## src/rtl/pwm_duty_capture.sv

```systemverilog
// PWM receive-side capture: measures high time and rising-to-rising period of a
// synchronized PWM input, and flags a line stuck high or low.
//
// state | meaning
// ------+---------------------------------------------------------------
// IDLE  | waiting for the first rising edge; no measurement in progress
// HIGH  | line high since last rise; acc counts high time
// LOW   | line low after a fall; acc keeps counting towards full period
module pwm_duty_capture #(
    parameter int CNT_W       = 16,
    parameter int SYNC_STAGES = 2
) (
    input  logic             clk,
    input  logic             rst,
    input  logic             ena,
    input  logic             pwm_in,
    output logic [CNT_W-1:0] high_cnt,
    output logic [CNT_W-1:0] period_cnt,
    output logic             meas_valid,
    output logic             stuck_hi,
    output logic             stuck_lo
);

    typedef enum logic [1:0] {
        IDLE = 2'd0,
        HIGH = 2'd1,
        LOW  = 2'd2
    } state_t;

    localparam logic [CNT_W-1:0] ACC_MAX = '1;
    localparam logic [CNT_W-1:0] ACC_ONE = {{(CNT_W-1){1'b0}}, 1'b1};

    logic [SYNC_STAGES-1:0] sync_q;
    logic                   s_prev;
    logic                   s;
    logic                   rise;
    logic                   fall;
    logic                   acc_sat;
    logic [CNT_W-1:0]       acc;
    logic [CNT_W-1:0]       hi_len;
    state_t                 state;

    // The synchronizer and edge register run regardless of ena so that
    // re-enabling never sees a stale edge.
    always_ff @(posedge clk or posedge rst) begin
        if (rst) begin
            sync_q <= '0;
            s_prev <= 1'b0;
        end else begin
            sync_q <= {sync_q[SYNC_STAGES-2:0], pwm_in};
            s_prev <= sync_q[SYNC_STAGES-1];
        end
    end

    assign s       = sync_q[SYNC_STAGES-1];
    assign rise    = s & ~s_prev;
    assign fall    = ~s & s_prev;
    assign acc_sat = (acc == ACC_MAX);

    always_ff @(posedge clk or posedge rst) begin
        if (rst) begin
            state      <= IDLE;
            acc        <= '0;
            hi_len     <= '0;
            high_cnt   <= '0;
            period_cnt <= '0;
            meas_valid <= 1'b0;
            stuck_hi   <= 1'b0;
            stuck_lo   <= 1'b0;
        end else if (!ena) begin
            state      <= IDLE;
            acc        <= '0;
            hi_len     <= '0;
            meas_valid <= 1'b0;
            stuck_hi   <= 1'b0;
            stuck_lo   <= 1'b0;
        end else begin
            meas_valid <= 1'b0;

            if (rise) begin
                acc <= ACC_ONE;
            end else if (!acc_sat) begin
                acc <= acc + ACC_ONE;
            end

            if (rise || fall) begin
                stuck_hi <= 1'b0;
                stuck_lo <= 1'b0;
            end

            // An edge in the saturating cycle takes priority over the stuck exit.
            case (state)
                IDLE: begin
                    if (rise) state <= HIGH;
                end
                HIGH: begin
                    if (fall) begin
                        state  <= LOW;
                        hi_len <= acc;
                    end else if (acc_sat) begin
                        stuck_hi <= 1'b1;
                        state    <= IDLE;
                    end
                end
                LOW: begin
                    if (rise) begin
                        state      <= HIGH;
                        high_cnt   <= hi_len;
                        period_cnt <= acc;
                        meas_valid <= 1'b1;
                    end else if (acc_sat) begin
                        stuck_lo <= 1'b1;
                        state    <= IDLE;
                    end
                end
                default: state <= IDLE;
            endcase
        end
    end

endmodule

```

## config.mk

```make
export PLATFORM = sky130hd
export DESIGN_NAME = pwm_duty_capture
export DESIGN_NICKNAME = d
export VERILOG_FILES = /design/src/rtl/pwm_duty_capture.sv
export SDC_FILE = /design/constraint.sdc
export NUM_CORES = 1
export LEC_CHECK = 0
export ABC_CLOCK_PERIOD_IN_PS = 1970
export BUFFER_PORTS_ARGS = -buffer_cell sky130_fd_sc_hd__buf_2
export CORE_AREA = 2 2 104 106
export CTS_CLUSTER_SIZE = 30
export DETAILED_ROUTE_END_ITERATION = 6
export DIE_AREA = 0 0 106 108
export GPL_ROUTABILITY_DRIVEN = 0
export GPL_TIMING_DRIVEN = 0
export PLACE_DENSITY = 0.59
export SYNTH_ARGS = -nofsm -noshare
export SYNTH_HDL_FRONTEND = slang
export SYNTH_SLANG_ARGS = --single-unit
```

## constraint.sdc

```tcl
create_clock -name clk -period 1.97 [get_ports clk]
set_input_delay 0.2955 -clock clk [delete_from_list [all_inputs] [get_ports clk]]
set_output_delay 0.2955 -clock clk [all_outputs]
set_load 0.03 [all_outputs]
```

==> reports/results.tsv <==
metric	value	unit
holdPathEnd	sync_q[0]$_DFF_PP0_	
hold_depth	1	
async_flop_share	100	%
ys_seq_area_share	59.5	%
synthCells	243	
synth_flop_cell	dfrtp_1	
outcome	completed	
io_buffers	38	
nNetsFinal	302	
syn_to_final_growth	20.7	%
wl	6.26	mm
final_common_cell	dfrtp_1	
mostFrequentLayoutCells	69 x dfrtp_1, 44 x buf_2, 31 x mux2_2	
clk_path_buf_depth	2	
netlist_area	0.00303	mm^2
clk_latency	0.36	ns
final-hold-violation-count	0	
clkTransAtPathRegs	0.08	ns
reg2reg_slack	0.14	ns
rsz0062_at_grt	false	
synth_top_area_cell	dfrtp_1	
start_kind	flop	
path_buf_inv	1	
io-pin-count	39	
synth_edf_count	0	
cts_sinks	72	
diodes	0	
slew_headroom	51.8	%
skew	0.0123	ns
drtIter0Drc	102	
p_sw	655	uW
fillers	1006	
cp_slowest_cell	dfrtp_1	
min_period_over_period	93.0	%
grt_use_total	11.8	%
ys_ff_latch	72	
combPwrFrac	3.6	%
cap_violations	0	
critPathKind	flop to flop	
synth.area.top_cells	dfrtp_1 60%, mux2_2 12%, a22o_1 4.6%	
r2r-end	acc[1]$_DFFE_PP0P_	
min_from	pwm_in	
die_x	106	um
finalSetupViolCount	0	
critical_path.startpoint	acc[12]$_DFFE_PP0P_	
p_int	2140	uW
r2r_cells	5	
grt_pass1_wl	10.4	mm
p_leak	0.00182	uW
hold_class	input pin to flop	
start_util	29.6	%
crit_path_end_kind	flop	
antenna_found_initial	0	
powerDensity	765	mW/mm^2
p_clk_share	42.6	%
switching_share	23.4	%
dp_hpwl	4.33	mm
wl_per_cell	14.4	um
ir_worst_vdd	0.317	mV
die_h	108	um
cts_tree	built	
ant_nets	0	
grt_pass1_vias	2038	
vias	2101	
synth.yosys.warnings	0	
holdWs	0.0405	ns
synth_nets	250	
via_per_inst	4.82	
cp_max_fo	10	
numCtsBuffers	9	
fp.coreArea	0.0102	mm^2
drt-pass1-iter-count	4	
yosysUniqueCellTypes	42	
cp_top_family	simple AND/OR/NAND/NOR gates	
crit_arrival	2.05	ns
drive_gt1_share	38.0	%
report.final.slew_viol_count	0	
p_seq_share	53.8	%
gr-total-overflow	0	
fin_crit	1.83	ns
core.rowCount	37	
final.setup.tns	0	ns
rr_startpoint	acc[12]$_DFFE_PP0P_	
die-area	0.0114	mm^2
htreeDepth	3	
slowest_delay	0.49	ns
drc	0	
tightest_slew	0.722	ns
yosysTopAreaCellShare	59.5	%
cts-root-buf	clkbuf_8	
cp_cell_sequence	nand4_1, nor4_4, buf_6, mux2i_1, nor2_1	
max_freq	546	MHz
synth_area_per_cell	12.5	um^2
crit_required	2.19	ns
grt_max_degree	41	
## power groups by stage
stage	Clock (uW)	Sequential [uW]	Combinational, uW
5_1_grt	1310	1500	119
2_1_floorplan	0	1530	61.8
3_3_place_gp	0	1530	95.5
4_1_cts	1230	1500	102
3_5_place_dp	0	1530	102
6_report	1190	1500	102
## state kept, by name (all words and copies together) (netlist names)
signal / cells
acc: 16
hi_len: 16
high_cnt: 16
period_cnt: 16
state: 2
sync_q: 2
meas_valid: 1
s_prev: 1
stuck_hi: 1
stuck_lo: 1
## worst max path at each step
| stage | depth (start not counted) | slack, ns | endpoint |
|---|---|---|---|
| floorplan | 5 | 0.33 | acc[15]$_DFFE_PP0P_ |
| global placement | 6 | 0.03 | acc[1]$_DFFE_PP0P_ |
| detailed placement | 6 | 0.002 | acc[1]$_DFFE_PP0P_ |
| CTS | 6 | 0.003 | acc[1]$_DFFE_PP0P_ |
| global route | 5 | 0.01 | acc[1]$_DFFE_PP0P_ |
| finish | 5 | 0.14 | acc[1]$_DFFE_PP0P_ |
## kinds of logic after synthesis
kind of cell             Yosys count  share of synthesized area [%]
flip-flops                        72                           59.5
XOR/XNOR                           2                          0.579
multiplexers                      32                           11.9
buffers and inverters             21                           3.14
AND/OR/NAND/NOR                   67                           12.9
AO/OA/AOI/OAI                     46                           10.8
adder cells (fa/ha/maj)            3                           1.24
## stage by stage
step / area (um^2) / worst slack, ns / total power (uW) / instances / util (%)
after CTS: 3620 / 0.00290 / 2830 / 434 / 35.4
after floorplan: 3030 / 0.332 / 1590 / 243 / -
after detailed placement: 3410 / 0.00210 / 1630 / 418 / 33.3
after global routing: 3650 / 0.0115 / 2940 / 436 / 35.7
final: 3650 / 0.138 / 2800 / 436 / 35.7
after global placement: 3390 / 0.0274 / 1620 / 417 / 33.2
## final cells by class
cell class / count / area (um^2) / area share (%)
Sequential cell: 72 / 1810 / 49.4
Timing Repair Buffer: 41 / 225 / 6.16
Buffer: 14 / 72.6 / 1.99
Clock buffer: 10 / 138 / 3.77
Tap cell: 136 / 170 / 4.66
Inverter: 7 / 30.0 / 0.822
Clock inverter: 6 / 68.8 / 1.88
Multi-Input combinational cell: 150 / 1140 / 31.3
## worst register-to-register path, stage by stage, from the launching register on
cell and delay (ns):
dfrtp_1 0.49, nand4_1 0.32, nor4_4 0.45, buf_6 0.19, mux2i_1 0.20, nor2_1 0.06
## per-layer routing
metal	global-route usage, %	vias up	wire length (um)
met5	0	-	0
met4	6.02	0	125
met3	4.22	11	346
met2	17.1	47	2820
met1	15.6	1046	2970
li1	-	997	-
## repair_timing
action                     CTS  global route
hold buffers                 0             0
setup endpoints to repair    0            29
setup buffers                0             2
hold endpoints to repair     0             0
resized for setup            0            11
## cells in the mapped netlist, types with 2 or more instances
cell type,n
a31o_2,3
a22o_1,16
a21oi_1,11
ha_1,3
nor3_1,3
mux2_2,31
clkbuf_1,6
nor2_1,12
nand4_1,7
a211oi_1,2
nand2_1,11
or3_1,5
dfrtp_1,72
inv_1,7
o21ai_0,8
buf_2,6
nor2b_1,4
nand3_2,2
and2_1,2
nand3_1,6
and3_1,2
nor4_1,4
Power figures use the tool's default switching activity.
